===== src/rtl/multi_timer_pkg.sv =====
// rtl/multi_timer_pkg.sv - mode encodings and channel-select width helper for multi_timer
package multi_timer_pkg;

  typedef enum logic [1:0] {
    MODE_FREE     = 2'd0,
    MODE_PERIODIC = 2'd1,
    MODE_ONESHOT  = 2'd2,
    MODE_RSVD     = 2'd3
  } mode_e;

  function automatic int ch_sel_w(input int n);
    return (n <= 2) ? 1 : $clog2(n);
  endfunction

endpackage


===== src/rtl/timer_channel.sv =====
// rtl/timer_channel.sv - one timer channel (free-run up, periodic down, one-shot down)
// Optional sticky interrupt flop is built only when MULTI_TIMER_IRQ_EN is defined.
module timer_channel import multi_timer_pkg::*; #(
  parameter int WIDTH = 32
) (
  input  logic             i_clk,
  input  logic             i_rst_n,
  input  logic             i_step,
  input  logic             i_cfg_we,
  input  logic [1:0]       i_cfg_mode,
  input  logic [WIDTH-1:0] i_cfg_reload,
  input  logic             i_start,
  input  logic             i_stop,
  input  logic             i_irq_clr,
  output logic [WIDTH-1:0] o_count,
  output logic             o_running,
  output logic             o_tick,
  output logic             o_irq
);

  mode_e            r_mode;
  logic [WIDTH-1:0] r_reload;
  logic [WIDTH-1:0] r_count;
  logic             r_running;
  logic             r_tick;

  logic [WIDTH-1:0] w_next;
  logic             w_expire;
  logic             w_fire;
  logic             w_cfg_down;

  assign w_fire     = i_step && r_running;
  assign w_cfg_down = (i_cfg_mode == MODE_PERIODIC) || (i_cfg_mode == MODE_ONESHOT);

  always_comb begin
    w_next   = r_count;
    w_expire = 1'b0;
    case (r_mode)
      MODE_PERIODIC: begin
        if (r_count == '0) begin
          w_next   = r_reload;
          w_expire = 1'b1;
        end else begin
          w_next = r_count - 1'b1;
        end
      end
      MODE_ONESHOT: begin
        if (r_count == '0) begin
          w_expire = 1'b1;
        end else begin
          w_next = r_count - 1'b1;
        end
      end
      // free-run and the reserved encoding share the up-counter path
      default: begin
        if ((r_count == r_reload) || (r_count == '1)) begin
          w_next   = '0;
          w_expire = 1'b1;
        end else begin
          w_next = r_count + 1'b1;
        end
      end
    endcase
  end

  always_ff @(posedge i_clk or negedge i_rst_n) begin
    if (!i_rst_n) begin
      r_mode    <= MODE_FREE;
      r_reload  <= '0;
      r_count   <= '0;
      r_running <= 1'b0;
      r_tick    <= 1'b0;
    end else if (i_cfg_we) begin
      r_mode    <= mode_e'(i_cfg_mode);
      r_reload  <= i_cfg_reload;
      r_count   <= w_cfg_down ? i_cfg_reload : '0;
      r_running <= 1'b0;
      r_tick    <= 1'b0;
    end else begin
      r_tick <= w_fire && w_expire;
      if (w_fire) begin
        r_count <= w_next;
      end
      if (i_stop) begin
        r_running <= 1'b0;
      end else if (i_start) begin
        r_running <= 1'b1;
      end else if (w_fire && w_expire && (r_mode == MODE_ONESHOT)) begin
        r_running <= 1'b0;
      end
    end
  end

  assign o_count   = r_count;
  assign o_running = r_running;
  assign o_tick    = r_tick;

`ifdef MULTI_TIMER_IRQ_EN
  logic r_irq;

  // a new tick beats a clear arriving in the same cycle
  always_ff @(posedge i_clk or negedge i_rst_n) begin
    if (!i_rst_n) begin
      r_irq <= 1'b0;
    end else if (r_tick) begin
      r_irq <= 1'b1;
    end else if (i_irq_clr) begin
      r_irq <= 1'b0;
    end
  end

  assign o_irq = r_irq;
`else
  logic w_unused_irq_clr;

  assign w_unused_irq_clr = i_irq_clr;
  assign o_irq            = 1'b0;
`endif

endmodule


===== src/rtl/multi_timer.sv =====
// rtl/multi_timer.sv - NUM_CH independent timers sharing one prescaler step
// Sticky per-channel irq flags exist only when MULTI_TIMER_IRQ_EN is defined.
module multi_timer import multi_timer_pkg::*; #(
  parameter int WIDTH   = 32,
  parameter int NUM_CH  = 2,
  parameter int PRESC_W = 8
) (
  input  logic                        clk,
  input  logic                        reset,
  input  logic                        presc_we,
  input  logic [PRESC_W-1:0]          presc_val,
  input  logic                        cfg_we,
  input  logic [ch_sel_w(NUM_CH)-1:0] cfg_ch,
  input  logic [1:0]                  cfg_mode,
  input  logic [WIDTH-1:0]            cfg_reload,
  input  logic [NUM_CH-1:0]           start,
  input  logic [NUM_CH-1:0]           stop,
  input  logic [NUM_CH-1:0]           irq_clr,
  output logic [NUM_CH*WIDTH-1:0]     count,
  output logic [NUM_CH-1:0]           running,
  output logic [NUM_CH-1:0]           tick,
  output logic [NUM_CH-1:0]           irq
);

  localparam int CH_W = ch_sel_w(NUM_CH);

  logic [PRESC_W-1:0] r_presc_val;
  logic [PRESC_W-1:0] r_presc_cnt;
  logic               w_step;

  // a prescaler write restarts the divide window, so that cycle never steps
  assign w_step = !presc_we && (r_presc_cnt == r_presc_val);

  always_ff @(posedge clk or negedge reset) begin
    if (!reset) begin
      r_presc_val <= '0;
      r_presc_cnt <= '0;
    end else if (presc_we) begin
      r_presc_val <= presc_val;
      r_presc_cnt <= '0;
    end else if (w_step) begin
      r_presc_cnt <= '0;
    end else begin
      r_presc_cnt <= r_presc_cnt + 1'b1;
    end
  end

  for (genvar gi = 0; gi < NUM_CH; gi++) begin : g_ch
    logic w_cfg_sel;

    assign w_cfg_sel = cfg_we && (cfg_ch == CH_W'(gi));

    timer_channel #(
      .WIDTH (WIDTH)
    ) u_ch (
      .i_clk        (clk),
      .i_rst_n      (reset),
      .i_step       (w_step),
      .i_cfg_we     (w_cfg_sel),
      .i_cfg_mode   (cfg_mode),
      .i_cfg_reload (cfg_reload),
      .i_start      (start[gi]),
      .i_stop       (stop[gi]),
      .i_irq_clr    (irq_clr[gi]),
      .o_count      (count[gi*WIDTH +: WIDTH]),
      .o_running    (running[gi]),
      .o_tick       (tick[gi]),
      .o_irq        (irq[gi])
    );
  end

endmodule


===== config.mk =====
export PLATFORM = sky130hd
export DESIGN_NAME = multi_timer
export DESIGN_NICKNAME = d
export VERILOG_FILES = /design/src/rtl/multi_timer_pkg.sv /design/src/rtl/timer_channel.sv /design/src/rtl/multi_timer.sv
export SDC_FILE = /design/constraint.sdc
export NUM_CORES = 1
export LEC_CHECK = 0
export BUFFER_PORTS_ARGS = -buffer_cell sky130_fd_sc_hd__buf_2
export CELL_PAD_IN_SITES_DETAIL_PLACEMENT = 2
export CELL_PAD_IN_SITES_GLOBAL_PLACEMENT = 2
export CORE_ASPECT_RATIO = 1.1
export CORE_UTILIZATION = 40
export DETAILED_ROUTE_END_ITERATION = 10
export PLACE_DENSITY_LB_ADDON = 0.1
export SETUP_SLACK_MARGIN = 0.05
export SYNTH_ARGS = -nofsm -noshare
export SYNTH_HDL_FRONTEND = slang
export SYNTH_HIERARCHICAL = 1
export SYNTH_SLANG_ARGS = --single-unit

===== constraint.sdc =====
create_clock -name clk -period 6.74 [get_ports clk]
set_input_delay 1.011 -clock clk [delete_from_list [all_inputs] [get_ports clk]]
set_output_delay 1.011 -clock clk [all_outputs]
set_load 0.02 [all_outputs]

-- Yosys cells after proc, flatten, opt, wreduce, memory -nomap -nowiden
Cells that the tools add are included.
- register bits: 152
- input port bits: 53
- output and inout port bits: 70
- word-level logic and storage cells: 85
- add/sub/neg operators: 5
- equality and inequality tests: 13
- mux-type cells: 31
- bitwise gates (word level): 1
- reduce and logical (&&, ||, !) cells: 23
- operator list (kind ; number):
    32-bit two-way mux ; 11
    32-bit case mux with 2 select lines ; 2
    32-bit by 1-bit adder with 32-bit output (second input constant) ; 2
    32-bit == test ; 2
    32-bit == test (second input constant) ; 2
    32-bit logical NOT ; 2
    32-bit by 1-bit subtractor with 32-bit output (second input constant) ; 2
    1-bit two-way mux ; 16
    8-bit two-way mux ; 2
    1-bit logical AND ; 9
    8-bit by 1-bit adder with 8-bit output (second input constant) ; 1
    8-bit == test ; 1
    4-bit nonzero test ; 2
    2-bit by 1-bit == test with 1-bit output (second input constant) ; 3
    2-bit == test (second input constant) ; 3
    3-bit by 2-bit inequality test with 1-bit output (second input constant) ; 2
    2-bit AND reduction ; 2
    2-bit nonzero test ; 2
    2-bit OR reduction ; 2
    1-bit logical OR ; 3
    1-bit logical NOT ; 1
    1-bit inverter ; 1

-- Logic depth before layout (Yosys ltp)
- depth in word-level cells: 10
- gate-level depth with buffers: 12
- mapped depth without buffers: 9

-- By module
The synthesis kept the hierarchy.
- by module, submodules not included (module ; instances ; cells an instance ; area each (sq um) ; seq. area each (sq um)):
    timer_channel (g_ch[0].u_ch) ; 1 ; 652 ; 5525.3 ; 1701.6
    timer_channel (g_ch[1].u_ch) ; 1 ; 666 ; 5400.2 ; 1701.6
    multi_timer ; 1 ; 66 ; 794.5 ; 400.4

-- Worst setup path after synthesis
OpenSTA, ideal clock, no wires.
- path kind: register to register
- start point: register g_ch[1].u_ch.r_count[15]
- end point: register g_ch[1].u_ch.r_count[3]
- library setup time: 0.147 ns
- arrival time: 2.864 ns
- data required time: 6.593 ns
- slack: 3.729 ns
- cell stages (with the launch flop): 11
- path buffers: 3
- period minus slack after synthesis: 3.011 ns
- cells stage by stage: dfrtp_1 -> buf_6 -> or4_4 -> or4_4 -> or4_4 -> buf_6 -> a21oi_4 -> buf_6 -> a21oi_2 -> o31ai_2 -> o22ai_1
- cells in the longest elaborated chain, start to end: 6
- elaborated cells on any way between the ends: 11
- classes of those cells: 3 x eq/ne; 5 x mux; 3 x reduce/logical
- ends and longest elaborated chain (element ; RTL line ; RTL):
    start: declaration ; timer_channel.sv:23 ; logic [WIDTH-1:0] r_count;
    start signal: assignment ; timer_channel.sv:76 ; r_count <= w_cfg_down ? i_cfg_reload : '0;
    start signal: assignment ; timer_channel.sv:82 ; r_count <= w_next;
    32-bit == test ; timer_channel.sv:56 ; if ((r_count == r_reload) || (r_count == '1)) begin
    1-bit logical OR ; timer_channel.sv:56 ;
    32-bit two-way mux ; timer_channel.sv:56 ;
    32-bit case mux with 2 select lines ; timer_channel.sv:38 ; case (r_mode)
    32-bit two-way mux ; timer_channel.sv:81 ; if (w_fire) begin
    32-bit two-way mux ; timer_channel.sv:73 ; end else if (i_cfg_we) begin
Several ways; a longest one is shown, not always the timed one. The select of a mux whose other input is x is not followed.
A chain may end at the register's enable or synchronous reset.

-- Worst setup path in the final report
- start point: register g_ch[1].u_ch.r_count[10]
- end point: register g_ch[1].u_ch.r_count[19]
- cells in the longest elaborated chain, start to end: 6
- elaborated cells on any way between the ends: 14
- classes of those cells: 2 x add/sub; 3 x eq/ne; 6 x mux; 3 x reduce/logical
- ends and longest elaborated chain (element):
    parallel branches: the longest is 6 deep, another holds 32-bit by 1-bit adder with 32-bit output
Parallel ways; which one is timed is not known. The select of a mux whose other input is x is not followed.

==> metrics.md <==
| Metric | Value |
|---|---|
| Outcome | `finished, final reports clean` |
| Total number of vias | `11500` |
| WP data arrival | `4400 ps` |
| Syn_nets | `1448` |
| Worst-Margin Slew | `1200 ps` |
| Slew Viols, Final | `0` |
| Post-DP HPWL | `35200 um` |
| Final Cycle Share | `60.1%` |
| Number of global-route vias before repair | `12200` |
| PwrDens | `255 mW/mm^2` |
| Post-synth top area cell | `dfrtp_1` |
| Commonest non-fill, non-tap cell in the layout | `dfrtp_1` |
| CTS HTree Levels | `4` |
| Fraction of layout cells with a size suffix above 1 | `19.7%` |
| Drt first pass iters | `5` |
| RSZ-0062 raised after global routing | `no` |
| Initial core utilization | `40.8%` |
| Largest net degree at the start of global routing | `93` |
| Initial antenna violation count | `2` |
| GPL Wtd Cong | `0.898` |
| Top post-synthesis cells by area | `dfrtp_1 32%, xor2_1 8.1%, mux2_2 6.1%` |
| GRT overflow | `0` |
| Grt met2 use | `57.5%` |
| Die height | `182 um` |
| Leak | `5.11 nW` |
| Area fraction of the dominant cell type after synthesis | `32.5%` |
| Placed cell areas | `0.0124 sq mm` |
| IO Count | `123` |
| Comb pwr share | `29.9%` |
| Clock Path Buffers | `2` |
| VDD IR max | `140 uV` |
| Crit. End Element | `flip-flop` |
| Final core occ | `45.3%` |
| Routed WL per cell | `27.6 um` |
| Clk sinks | `152` |
| Worst Skew | `10.2 ps` |
| Root Buffer | `clkbuf_16` |
| Final net count | `1474` |
| # setup viols final | `0` |
| Number of enable flip-flop cells after synthesis | `0` |
| Int Power | `1.95 mW` |
| Most frequent cells in the layout | `152 x dfrtp_1, 136 x nand2_1, 117 x buf_2` |
| Final ANT Viol Nets | `0` |
| Worst slew margin | `19.1%` |
| Cells after Synth | `1384` |
| Area of the core | `0.0287 sq mm` |
| Register area share after synthesis | `32.5%` |
| Tmin final | `4050 ps` |
| Clk pwr share | `31.1%` |
| Worst Setup Path Type | `flip-flop to flip-flop` |
| Hold-fix buffers, CTS | `0` |
| Fmax | `0.247 GHz` |
| GR peak layer | `met2` |
| Hold Fails Final Rpt | `0` |
| Ys Warns | `6` |
| Post-Synthesis Cell Area | `0.0117 sq mm` |
| Worst hold path type | `flip-flop to flip-flop` |
| MaxCap Viol Count | `0` |
| # fillers | `3221` |
| CP required | `7090 ps` |
| CTS buffer count | `17` |
| Register bit total from synthesis | `152` |
| Sw Pwr | `1.37 mW` |
| Top_reg_cell synth | `dfrtp_1` |
| TNS Setup | `0 ps` |
| Area Overhead vs Synth | `11.0%` |
| FFs w/ async S/R, synth | `100%` |
| Sequential Power Share | `39.0%` |
| Setup crit start kind | `flip-flop` |
| Die area | `0.0300 sq mm` |
| DR vias/cell | `6.40` |
| Syn Area/Cell | `8.47 sq um` |
| # Post-CTS Setup Buffers | `0` |
| Diode count | `0` |
| Fin area | `0.0130 sq mm` |
| Cell variety after synth | `77` |
| Met1 Track Usage GR | `40.3%` |
| Worst Path Max Fanout | `20` |
| First-pass GRT wire length | `75800 um` |
| Sw Ratio | `41.2%` |
| Total wire length | `49500 um` |
| PostCTS Resize Cnt | `0` |
| Clock-pin slew on the worst setup and hold paths | `70 ps` |
| Total track usage | `33.8%` |
| Initial DRC count | `777` |
| Row count | `65` |
| Port buffer count | `118` |
| Clk_lat worst skew | `440 ps` |
| Die X | `165 um` |
| CTS tree | `built` |
| DRC | `0` |
| Met3 usage | `5.32%` |
## synthesized netlist by cell type, drive strengths merged, types with 3 or more instances
cell type  instances
dfrtp            152
nand2            136
xor2             108
clkbuf            94
nor2              83
a21oi             64
mux2              64
o21ai             64
nor4              60
xnor2             60
nand3             53
nor3              52
buf               39
nand4             34
inv               32
o31ai             32
a211oi            27
a221oi            23
a31oi             19
or3               19
and3              15
nor2b             12
ha                11
o22ai             11
o32ai             11
and4               9
a21o               8
a22oi              7
or4                7
nand2b             6
a32oi              5
nor3b              5
nor4b              5
o211ai             5
a2111oi            4
and2               4
o21a               3
o221ai             3
o22a               3
o31a               3
o41ai              3
or2                3
## logic make-up after synthesis
group | count (synthesis) | share of synthesized area [%]
and+or+nand+nor | 512 | 23.4
DFF | 152 | 32.5
other | 2 | 0.0641
muxes | 66 | 6.32
AOI/OAI and AO/OA | 308 | 17.8
buffers and inverters | 165 | 6.25
xor gates and xnor gates | 168 | 12.6
adders and majority gates | 11 | 1.17
## state kept, by name, indices dropped and copies added (netlist names)
signal / cells
g_ch.u_ch/o_count: 64
g_ch.u_ch/r_reload: 64
r_presc_cnt: 8
r_presc_val: 8
g_ch.u_ch/r_mode: 4
g_ch.u_ch/o_running: 2
g_ch.u_ch/o_tick: 2
## power groups by stage
stage	clock [mW]	combinational, mW	sequential, mW
finish	1.03	0.994	1.29
CTS	1.06	0.989	1.29
detailed placement	0	0.976	1.30
floorplan	0	0.682	1.19
global placement	0	0.945	1.29
global route	1.09	1.06	1.31
## final cells by class
cell class              count  area (sq um)  area share, %
multi-input cells        1067          7260           55.8
clock buffers              17           425           3.27
repair buffers            140           762           5.86
well taps                 368           460           3.54
flip-flops and latches    152          3800           29.2
inverters                  32           120          0.923
clock inverters            15           181           1.39
## per-stage QoR
stage	cells	total power, mW	worst slack, ps	hold slack (ps)
detailed placement	1759	2.28	2820	520
finish	1791	3.32	2690	531
CTS	1791	3.33	2750	538
floorplan	1384	1.88	3730	501
global placement	1759	2.23	2900	513
global route	1791	3.46	2590	555
## worst paths after layout
check                                          from                         to  slack (ps)  cells past startpoint
setup reg to reg           g_ch[1].u_ch/o_count[10]   g_ch[1].u_ch/o_count[19]        2690                      7
setup / recovery           g_ch[1].u_ch/o_count[10]   g_ch[1].u_ch/o_count[19]        2690                      7
max in group asynchronous                     reset   g_ch[0].u_ch/o_count[24]        4670                      2
hold / removal                       r_presc_val[4]             r_presc_val[4]         530                      1
hold reg to reg                      r_presc_val[4]             r_presc_val[4]         530                      1
min in group asynchronous                     reset  g_ch[1].u_ch/r_reload[11]         680                      1
## worst max-delay path: stages (launching register included)
cell and delay, ps:
dfrtp_1 520, or3_4 450, or4_1 650, nor4_4 880, a21oi_2 150, nand2_1 770
a221oi_1 230, a211oi_1 280
## per-layer routing
| metal | routed length, um | vias to the layer above | share of wire (%) |
|---|---|---|---|
| li1 | - | 5092 | - |
| met1 | 20100 | 5912 | 41 |
| met2 | 24700 | 335 | 50 |
| met3 | 2030 | 124 | 4.1 |
| met4 | 2610 | 0 | 5.3 |
| met5 | 0 | - | 0 |
No activity file was read; power rests on OpenSTA's default activity.
